--- src/rtl/jtframe_mcu_romslot_if.sv ---
// jtframe_mcu_romslot_if
// ----------------------
// Bus bundle between the MCU program-ROM fetch port, the ROM slot and the
// shared SDRAM arbiter.
//
// Signals (direction seen from the slot, modport slave):
//   rom_cs      in   MCU ROM access valid
//   rom_addr    in   MCU ROM byte address [ROMW-1:0]
//   rom_data    out  selected byte
//   rom_ok      out  rom_data valid for the current rom_addr
//   sdram_req   out  fetch request to the SDRAM arbiter
//   sdram_addr  out  SDRAM word address [SDRAMW-1:0]
//   sdram_ack   in   arbiter accepted the request
//   data_dst    in   data on the SDRAM bus belongs to this slot
//   data_rdy    in   SDRAM data valid
//   sdram_din   in   SDRAM word, low byte = even byte address
//   st_dbg      out  fetch FSM state, for observation only
//
// Handshakes:
//   MCU side   : rom_cs/rom_addr is a level request; the CPU stays stalled
//                while rom_ok=0 and rom_ok=1 means rom_data belongs to the
//                rom_addr presented in that same cycle.
//   SDRAM side : sdram_req/sdram_addr stay asserted and stable until a cycle
//                with sdram_ack=1; the word then arrives later in any cycle
//                with data_dst=1 and data_rdy=1 (data_rdy alone is for
//                another slot).
// The master modport is the environment (MCU wrapper + arbiter) view.

interface jtframe_mcu_romslot_if #(
   parameter int ROMW   = 12,
   parameter int SDRAMW = 22
);
   logic              rom_cs;
   logic [ROMW-1:0]   rom_addr;
   logic [7:0]        rom_data;
   logic              rom_ok;
   logic              sdram_req;
   logic [SDRAMW-1:0] sdram_addr;
   logic              sdram_ack;
   logic              data_dst;
   logic              data_rdy;
   logic [15:0]       sdram_din;
   logic [1:0]        st_dbg;

   modport slave (
      input  rom_cs, rom_addr, sdram_ack, data_dst, data_rdy, sdram_din,
      output rom_data, rom_ok, sdram_req, sdram_addr, st_dbg
   );

   modport master (
      output rom_cs, rom_addr, sdram_ack, data_dst, data_rdy, sdram_din,
      input  rom_data, rom_ok, sdram_req, sdram_addr, st_dbg
   );
endinterface

--- src/rtl/jtframe_mcu_romslot.sv ---
// jtframe_mcu_romslot
// -------------------
// Responder for MCU program-ROM fetches. Keeps the last fetched 16-bit SDRAM
// word(s) in a tagged buffer; a buffer hit answers rom_ok in the same cycle,
// a miss fetches the word from SDRAM and keeps rom_ok low (stalling the CPU)
// until the word is in the buffer.
//
// Ports:
//   clk   system clock
//   rst   synchronous, active-high reset
//   bus   jtframe_mcu_romslot_if.slave (MCU ROM port + SDRAM request port)
//
// Parameters:
//   ROMW    MCU ROM byte-address width
//   SDRAMW  SDRAM word-address width
//   OFFSET  SDRAM word base of the MCU ROM region (address wraps at SDRAMW)
//
// Build option:
//   JTFRAME_MCU_ROMSLOT_DUAL_EN  two buffer entries with one-bit LRU
//                                replacement instead of a single entry.

module jtframe_mcu_romslot #(
   parameter int                ROMW   = 12,
   parameter int                SDRAMW = 22,
   parameter logic [SDRAMW-1:0] OFFSET = '0
)(
   input  logic                 clk,
   input  logic                 rst,
   jtframe_mcu_romslot_if.slave bus
);
   localparam int TW = ROMW - 1;   // tag = word address inside the ROM

   typedef enum logic [1:0] {
      ST_IDLE = 2'd0,
      ST_REQ  = 2'd1,
      ST_WAIT = 2'd2
   } state_t;

   state_t        st;
   logic [TW-1:0] cur_tag;
   logic [TW-1:0] pend_tag;
   logic          hit;
   logic          fill;

   assign cur_tag    = bus.rom_addr[ROMW-1:1];
   assign fill       = (st == ST_WAIT) && bus.data_dst && bus.data_rdy;
   assign bus.rom_ok = hit;
   assign bus.st_dbg = st;

`ifdef JTFRAME_MCU_ROMSLOT_DUAL_EN
   logic [1:0][15:0]   word;
   logic [1:0][TW-1:0] tag;
   logic [1:0]         valid;
   logic [1:0]         match;
   logic               lru;      // index of the least recently used entry
   logic               lru_eff;  // LRU after this cycle's hit is accounted
   logic               victim;

   assign match[0] = valid[0] && (tag[0] == cur_tag);
   assign match[1] = valid[1] && (tag[1] == cur_tag);
   assign hit      = bus.rom_cs && (|match);
   // Byte select ignores rom_cs so the data path never depends on it.
   assign bus.rom_data = match[1] ?
                         (bus.rom_addr[0] ? word[1][15:8] : word[1][7:0]) :
                         (bus.rom_addr[0] ? word[0][15:8] : word[0][7:0]);

   // A hit in the same cycle as a fill makes the hit entry most recent
   // first, so the fill never evicts the word the CPU is using right now.
   always_comb begin
      lru_eff = lru;
      if (hit && match[0]) lru_eff = 1'b1;
      if (hit && match[1]) lru_eff = 1'b0;
   end

   assign victim = !valid[0] ? 1'b0 :
                   !valid[1] ? 1'b1 : lru_eff;

   always_ff @(posedge clk) begin
      if (rst) begin
         word  <= '0;
         tag   <= '0;
         valid <= '0;
         lru   <= 1'b0;
      end else if (fill) begin
         word[victim]  <= bus.sdram_din;
         tag[victim]   <= pend_tag;
         valid[victim] <= 1'b1;
         lru           <= ~victim;
      end else if (hit) begin
         lru <= lru_eff;
      end
   end
`else
   logic [15:0]   word;
   logic [TW-1:0] tag;
   logic          valid;

   assign hit          = bus.rom_cs && valid && (tag == cur_tag);
   assign bus.rom_data = bus.rom_addr[0] ? word[15:8] : word[7:0];

   // valid is only ever set here, so an old-tag hit keeps being served
   // until the very cycle the new word replaces it.
   always_ff @(posedge clk) begin
      if (rst) begin
         word  <= '0;
         tag   <= '0;
         valid <= 1'b0;
      end else if (fill) begin
         word  <= bus.sdram_din;
         tag   <= pend_tag;
         valid <= 1'b1;
      end
   end
`endif

   // Fetch FSM. A fetch is never aborted: once requested it always fills
   // with pend_tag, whatever rom_cs/rom_addr do meanwhile. A new miss is
   // only looked at from IDLE, so a miss seen during the fill cycle waits
   // one cycle.
   always_ff @(posedge clk) begin
      if (rst) begin
         st             <= ST_IDLE;
         pend_tag       <= '0;
         bus.sdram_req  <= 1'b0;
         bus.sdram_addr <= '0;
      end else begin
         case (st)
            ST_IDLE: begin
               if (bus.rom_cs && !hit) begin
                  pend_tag       <= cur_tag;
                  bus.sdram_addr <= OFFSET + SDRAMW'(cur_tag);
                  bus.sdram_req  <= 1'b1;
                  st             <= ST_REQ;
               end
            end
            ST_REQ: begin
               if (bus.sdram_ack) begin
                  bus.sdram_req <= 1'b0;
                  st            <= ST_WAIT;
               end
            end
            ST_WAIT: begin
               if (fill) st <= ST_IDLE;
            end
            default: st <= ST_IDLE;
         endcase
      end
   end
endmodule

--- src/flat_wrapper.sv ---
// flat-port wrapper written by rule: the top's interface ports become plain ports
module jtframe_mcu_romslot_flat 
#(
   parameter int                ROMW   = 12,
   parameter int                SDRAMW = 22,
   parameter logic [SDRAMW-1:0] OFFSET = '0
)
  (clk, rst, bus_rom_cs, bus_rom_addr, bus_sdram_ack, bus_data_dst, bus_data_rdy, bus_sdram_din, bus_rom_data, bus_rom_ok, bus_sdram_req, bus_sdram_addr, bus_st_dbg);
  jtframe_mcu_romslot_if #(.ROMW(ROMW), .SDRAMW(SDRAMW)) bus_i ();
  input  logic clk;
  input  logic rst;
  input wire logic [$bits(bus_i.rom_cs)-1:0] bus_rom_cs;
  input wire logic [$bits(bus_i.rom_addr)-1:0] bus_rom_addr;
  input wire logic [$bits(bus_i.sdram_ack)-1:0] bus_sdram_ack;
  input wire logic [$bits(bus_i.data_dst)-1:0] bus_data_dst;
  input wire logic [$bits(bus_i.data_rdy)-1:0] bus_data_rdy;
  input wire logic [$bits(bus_i.sdram_din)-1:0] bus_sdram_din;
  output wire logic [$bits(bus_i.rom_data)-1:0] bus_rom_data;
  output wire logic [$bits(bus_i.rom_ok)-1:0] bus_rom_ok;
  output wire logic [$bits(bus_i.sdram_req)-1:0] bus_sdram_req;
  output wire logic [$bits(bus_i.sdram_addr)-1:0] bus_sdram_addr;
  output wire logic [$bits(bus_i.st_dbg)-1:0] bus_st_dbg;
  assign bus_i.rom_cs = bus_rom_cs;
  assign bus_i.rom_addr = bus_rom_addr;
  assign bus_i.sdram_ack = bus_sdram_ack;
  assign bus_i.data_dst = bus_data_dst;
  assign bus_i.data_rdy = bus_data_rdy;
  assign bus_i.sdram_din = bus_sdram_din;
  assign bus_rom_data = bus_i.rom_data;
  assign bus_rom_ok = bus_i.rom_ok;
  assign bus_sdram_req = bus_i.sdram_req;
  assign bus_sdram_addr = bus_i.sdram_addr;
  assign bus_st_dbg = bus_i.st_dbg;
  jtframe_mcu_romslot #(.ROMW(ROMW), .SDRAMW(SDRAMW), .OFFSET(OFFSET)) u_core (.clk(clk), .rst(rst), .bus(bus_i));
endmodule
--- config.mk ---
export PLATFORM = sky130hd
export DESIGN_NAME = jtframe_mcu_romslot_flat
export DESIGN_NICKNAME = d
export VERILOG_FILES = /design/src/rtl/jtframe_mcu_romslot_if.sv /design/src/rtl/jtframe_mcu_romslot.sv /design/src/flat_wrapper.sv
export SDC_FILE = /design/constraint.sdc
export NUM_CORES = 1
export LEC_CHECK = 0
export ABC_CLOCK_PERIOD_IN_PS = 1400
export BUFFER_PORTS_ARGS = -buffer_cell sky130_fd_sc_hd__buf_2
export CORE_UTILIZATION = 40
export CTS_CLUSTER_SIZE = 28
export DETAILED_ROUTE_END_ITERATION = 8
export GPL_TIMING_DRIVEN = 0
export PLACE_DENSITY_LB_ADDON = 0.15
export SLEW_MARGIN = 5
export SYNTH_ARGS = -nofsm -noshare
export SYNTH_HDL_FRONTEND = slang
export SYNTH_SLANG_ARGS = --single-unit
--- constraint.sdc ---
create_clock -name clk -period 1.4 [get_ports clk]
set_input_delay 0.14 -clock clk [delete_from_list [all_inputs] [get_ports clk]]
set_output_delay 0.14 -clock clk [all_outputs]
set_load 0.05 [all_outputs]
==> flow_metrics.env, run 1 <==
export IMPL_status="finished with violations"
export IMPL_violations="negative setup slack"
export IMPL_fillers=466
export IMPL_netlist_area_um2=2173
export IMPL_clk_path_buf_depth=2
export IMPL_fin_cells=431
export IMPL_core_area_um2=5172
export IMPL_io_pins=68
export IMPL_vias=2246
export IMPL_syn2layout_area_growth_pct=48.76
export IMPL_avgViaCountPerCell=5.211
export IMPL_worstSetupPathType="reg2out"
export IMPL_insertion_delay_ps=310
export IMPL_finalCritPeriodShare_pct=117.9
export IMPL_path_delay_family="simple AND/OR/NAND/NOR gates"
export IMPL_synthFlopType="dfxtp_1"
export IMPL_ant_nets=0
export IMPL_dpl_instance_area_um2=2592
export IMPL_setup_viol=14
export IMPL_crit_slowest_cell="dfxtp_1"
export IMPL_placed_cells=401
export IMPL_die_w_um=75.71
export IMPL_max_freq_mhz=605.9
export IMPL_leakage_nw=1.360
export IMPL_yosysSeqAreaShare_pct=38.69
export IMPL_multiInputGateArea_um2=1428
export IMPL_power_total_mw=3.096
export IMPL_wl_um=6244
export IMPL_seq_area_um2=855.8
export IMPL_grt_pass1_wl_um=9591
export IMPL_pre_cts_slack_ps=-248.9
export IMPL_drc=0
export IMPL_crit_buf_inv=1
export IMPL_start_kind="register"
export IMPL_synth_distinct_cells=28
export IMPL_cts_made_buffers=5
export IMPL_cts_sinks=42
export IMPL_utilization_pct=62.51
export IMPL_drtIter0Drc=89
export IMPL_fin_tns_setup_ps=-2293
export IMPL_slowest_delay_ps=340
export IMPL_yosys_warnings=0
export IMPL_worst_ep_arrival_time_ps=1510
export IMPL_avgSynthCellArea_um2=8.170
export IMPL_cp_max_fo=3
export IMPL_final_hold_viol_count=0
export IMPL_start_util_pct=42.02
export IMPL_maxCapViolations=0
export IMPL_final_common_cell="nand2_1"
export IMPL_cellPowerDensity_nw_per_um2=957.5
export IMPL_max_slew_margin_pct=45.15
export IMPL_hold_buffers=0
export IMPL_diodes=0
export IMPL_hpwl_um=4095
export IMPL_drt_pass1_iter_count=4
export IMPL_fin_area_um2=3233
export IMPL_grt_usage_pct=22.67
export IMPL_worst_pin_slew_ps=822.8
export IMPL_die_h_um=75.71
export IMPL_async_reset_ff_share_pct=0
export IMPL_clkTransAtPathRegs_ps=90
export IMPL_dieArea_um2=5732
export IMPL_routabilityCongestion=0.9104
export IMPL_drive_gt1_share_pct=45.43
export IMPL_mostFrequentLayoutCells="nand2_1, buf_2, dfxtp_1, buf_4, a21oi_1"
export IMPL_io_buffers=55
export IMPL_ys_ff_latch=42
export IMPL_htree_num_levels=2
export IMPL_syn_inst=266
export IMPL_skew_ps=9.210
export IMPL_antenna_found_initial=0
export IMPL_rsz0062_at_grt="true"
export IMPL_period_needed_ps=1651
export IMPL_grt_pass1_vias=2058
export IMPL_nets=394
export IMPL_grt_max_degree=15
export IMPL_rows=26
export IMPL_cts_tree="built"
export IMPL_clock_root_buffer="clkbuf_8"
export IMPL_crit_chain="xnor2_2, nand4_1, nor3_4, buf_6"
export IMPL_slew_viol_final=0
export IMPL_hold_class="in2reg"
export IMPL_wl_per_cell_um=14.49
export IMPL_timing_final_ws_setup_ps=-250.5
export IMPL_ir_drop_mv=0.7159
export IMPL_synth_edff_count=0
export IMPL_grt_ovfl_total=0
export IMPL_required_ps=1260
export IMPL_cp_end_kind="primary output"
export IMPL_holdWs_ps=59.12
## worst paths after layout
check | start | endpoint | slack, ps | cells past startpoint
setup reg to reg | u_core.tag[10]$_SDFFE_PP0P_ | u_core.bus.st_dbg[0]$_SDFFE_PP0P_ | -210 | 6
setup / recovery | u_core.tag[8]$_SDFFE_PP0P_ | bus_rom_ok | -250 | 4
hold reg to reg | u_core.word[12]$_SDFFE_PP0P_ | u_core.word[12]$_SDFFE_PP0P_ | 460 | 2
hold / removal | bus_sdram_din[14] | u_core.word[14]$_SDFFE_PP0P_ | 60 | 3
## state kept, by name, summed over array words and instances (netlist names)
signal	count
u_core.word	16
u_core.pend_tag	11
u_core.valid	1
u_core.bus.st_dbg	2
u_core.tag	11
u_core.bus.sdram_req	1
## metal layers
layer	track usage (%)	vias to the layer above	part of all wire (%)	routed length (um)
li1	-	1095	-	-
met1	27.28	1055	43	2697
met2	39.98	83	49	3055
met3	4.762	13	5.9	370
met4	8.025	0	1.9	120
met5	0	-	0	0
## cells in the mapped netlist, types with 2 or more instances
cell type   n  area, um2
nor2_1      2      7.510
dfxtp_1    42      840.8
nor3b_2     7      87.58
nor2b_1    13      81.33
clkbuf_1   12      45.04
mux2_2      8      90.09
buf_2       5      25.02
o21ai_0    12      60.06
xnor2_1    11      96.34
nor3b_1     4      30.03
nand4_1    16      100.1
nand2_1    57      214.0
a21oi_1    29      145.1
buf_4      11      82.58
a22oi_1    11      82.58
nand3_1    12      60.06
and4_1      3      26.28
## logic make-up after synthesis
family / after synthesis / share of synthesized area (%)
simple gates: 119 / 29.65
compound gates: 53 / 13.59
flops: 42 / 38.69
buf+inv: 32 / 9.326
xor+xnor: 11 / 4.433
mux: 8 / 4.145
other cells: 1 / 0.1725
## worst reg2reg max path, stage by stage (launching register included)
cell and delay [ps]:
dfxtp_2 350, xnor2_2 200, nand4_1 230, buf_4 200, buf_4 120, o31ai_2 270
o21ai_0 110
## report_power, final
part           total, mW  switching [mW]  internal [mW]  leakage (nW)
clock              0.987           0.453          0.535        0.0585
sequential          1.29          0.0437           1.25         0.346
combinational      0.817           0.500          0.317         0.955
total               3.10           0.997           2.10          1.36
## cell type report
type,instances,share of cell area (%)
plain buffers,31,7.546
clock buffers,5,2.128
clock inverters,3,1.354
inverters,1,0.1161
multi-input cells,202,44.16
flip-flops and latches,42,26.47
well taps,70,2.709
repair buffers,77,15.52
## timing repair
action / CTS / global route
pin swaps: 27 / 19
gates cloned: 1 / 1
buffers inserted: 13 / 8
setup endpoints to repair: 34 / 34
gates resized for setup: 50 / 39
(Power assumes the default switching activity.)
==> run 2: changes to the inputs <==
--- a/config.mk
+++ b/config.mk
@@ -7,7 +7,8 @@
 export LEC_CHECK = 0
 export ABC_CLOCK_PERIOD_IN_PS = 1400
 export BUFFER_PORTS_ARGS = -buffer_cell sky130_fd_sc_hd__buf_2
-export CORE_UTILIZATION = 40
+export CORE_UTILIZATION = 45
+export CTS_BUF_LIST = sky130_fd_sc_hd__clkbuf_8
 export CTS_CLUSTER_SIZE = 28
 export DETAILED_ROUTE_END_ITERATION = 8
 export GPL_TIMING_DRIVEN = 0
==> flow_metrics.env, run 2 (synthesized netlist as in run 1, its figures left out) <==
export IMPL_status="finished with violations"
export IMPL_violations="negative setup slack"
export IMPL_drc=0
export IMPL_start_util_pct=48.25
export IMPL_grt_pass1_vias=2076
export IMPL_maxCapViolations=0
export IMPL_placed_cells=383
export IMPL_reg_top3="u_core.word: 16 flops, u_core.pend_tag: 11 flops, u_core.tag: 11 flops"
export IMPL_clkPwrFrac_pct=31.4
export IMPL_htree_num_levels=2
export IMPL_cellPowerDensity_nw_per_um2=969.3
export IMPL_top_register="u_core.word"
export IMPL_finalCritPeriodShare_pct=115.2
export IMPL_largest_reg_flops=16
export IMPL_r2r_setup_slack_ps=-140
export IMPL_cts_sinks=42
export IMPL_drt_met1_wl_um=2795
export IMPL_grt_ovfl_total=0
export IMPL_fin_tns_setup_ps=-1129
export IMPL_combPwrFrac_pct=26.9
export IMPL_drt_pass1_iter_count=5
export IMPL_period_needed_ps=1613
export IMPL_wl_um=6477
export IMPL_cp_max_fo=2
export IMPL_worstHoldStart="bus_sdram_din[12]"
export IMPL_p_sw_share_pct=32.17
export IMPL_startpoint="u_core.tag[9]$_SDFFE_PP0P_"
export IMPL_worst_ep_arrival_time_ps=1470
export IMPL_p_sw_uw=991.3
export IMPL_hold_class="in2reg"
export IMPL_wl_per_cell_um=15.91
export IMPL_rsz0062_at_grt="true"
export IMPL_mostFrequentLayoutCells="buf_2, nand2_1, dfxtp_1, a21oi_1, buf_4"
export IMPL_clk_path_buf_depth=2
export IMPL_cts_made_buffers=5
export IMPL_max_slew_margin_pct=37.09
export IMPL_rr_startpoint="u_core.bus.st_dbg[1]$_SDFFE_PP0P_"
export IMPL_clkTransAtPathRegs_ps=80
export IMPL_core_area_um2=4504
export IMPL_worstSetupPathType="reg2out"
export IMPL_leakage_nw=1.345
export IMPL_fillers=357
export IMPL_diodes=0
export IMPL_fin_area_um2=3179
export IMPL_fin_cells=407
export IMPL_vias=2192
export IMPL_syn2layout_area_growth_pct=46.29
export IMPL_start_kind="register"
export IMPL_grt_max_degree=14
export IMPL_die_h_um=71.50
export IMPL_p_int_mw=2.090
export IMPL_grt_pass1_wl_um=10090
export IMPL_drive_gt1_share_pct=45.35
export IMPL_max_freq_mhz=619.8
export IMPL_slew_viol_final=0
export IMPL_met2WireLength_um=3080
export IMPL_worst_pin_slew_ps=943.7
export IMPL_holdWs_ps=66.40
export IMPL_hpwl_um=3885
export IMPL_top_layer="met4"
export IMPL_r2r_cells=6
export IMPL_p_seq_share_pct=41.7
export IMPL_ant_nets=0
export IMPL_r2r_end="u_core.pend_tag[8]$_SDFFE_PP0P_"
export IMPL_cts_tree="built"
export IMPL_nets=388
export IMPL_avgViaCountPerCell=5.386
export IMPL_final_common_cell="buf_2"
export IMPL_clock_root_buffer="clkbuf_8"
export IMPL_routabilityCongestion=0.8837
export IMPL_dpl_instance_area_um2=2570
export IMPL_insertion_delay_ps=300
export IMPL_timing_final_ws_setup_ps=-213.4
export IMPL_met3_wirelength_um=478
export IMPL_ir_drop_mv=0.6982
export IMPL_grt_usage_pct=26.05
export IMPL_antenna_found_initial=0
export IMPL_drtIter0Drc=188
export IMPL_die_w_um=71.50
export IMPL_rows=24
export IMPL_required_ps=1260
export IMPL_io_pins=68
export IMPL_final_hold_viol_count=0
export IMPL_crit_end="bus_rom_ok"
export IMPL_skew_ps=5.318
export IMPL_io_buffers=55
export IMPL_dieArea_um2=5112
export IMPL_setup_viol=14
export IMPL_cp_end_kind="primary output"
## run 2: metal layers
metal	GRT usage [%]	up-vias
met5	0	-
met4	9.586	0
met3	4.782	11
met2	42.43	90
met1	34.72	1014
li1	-	1077
## run 2: critical path, cell delays in order, from the launching register on
cell and delay [ps]:
dfxtp_2 340, xnor2_2 180, nand4_1 170, clkbuf_8 190, nor3_4 110, buf_6 180
## run 2: timing repair
item / CTS / global route
pin swaps: 27 / 26
gates resized for setup: 57 / 39
setup buffers: 12 / 6
setup endpoints to repair: 35 / 35
hold buffers: 0 / 0
cloned: 2 / 0
## run 2: how the worst min path moves through the flow
stage	endpoint	slack (ps)	depth (start not counted)
after floorplan	u_core.word[0]$_SDFFE_PP0P_	280	2
after global placement	u_core.word[7]$_SDFFE_PP0P_	380	3
after detailed placement	u_core.word[9]$_SDFFE_PP0P_	390	3
after CTS	u_core.word[9]$_SDFFE_PP0P_	60	3
after global routing	u_core.word[9]$_SDFFE_PP0P_	60	3
final	u_core.word[12]$_SDFFE_PP0P_	70	3
## run 2: power groups by stage
stage               logic, mW  clock network (mW)  registers [mW]
finish                  0.830               0.968            1.28
global route            0.868                1.02            1.29
CTS                     0.774               0.978            1.28
detailed placement      0.631                   0            1.31
global placement        0.629                   0            1.31
floorplan               0.313                   0            1.47
## run 2: area by class of cell
cell class	instances	area, um2	share of cell area (%)
Clock buffer	5	68.82	2.165
Tap cell	52	65.06	2.046
Inverter	1	3.754	0.1181
Timing Repair Buffer	72	465.4	14.64
Clock inverter	3	40.04	1.259
Buffer	30	236.5	7.438
Sequential cell	42	857.1	26.96
Multi-Input combinational cell	202	1443	45.38
## run 2: through the flow
stage	setup slack, ps	power, mW	util [%]
floorplan	-114.8	1.784	-
global placement	-296.7	1.940	57.06
detailed placement	-272.6	1.944	57.06
CTS	-183.6	3.035	67.56
global route	-275.2	3.175	70.58
finish	-213.4	3.082	70.58
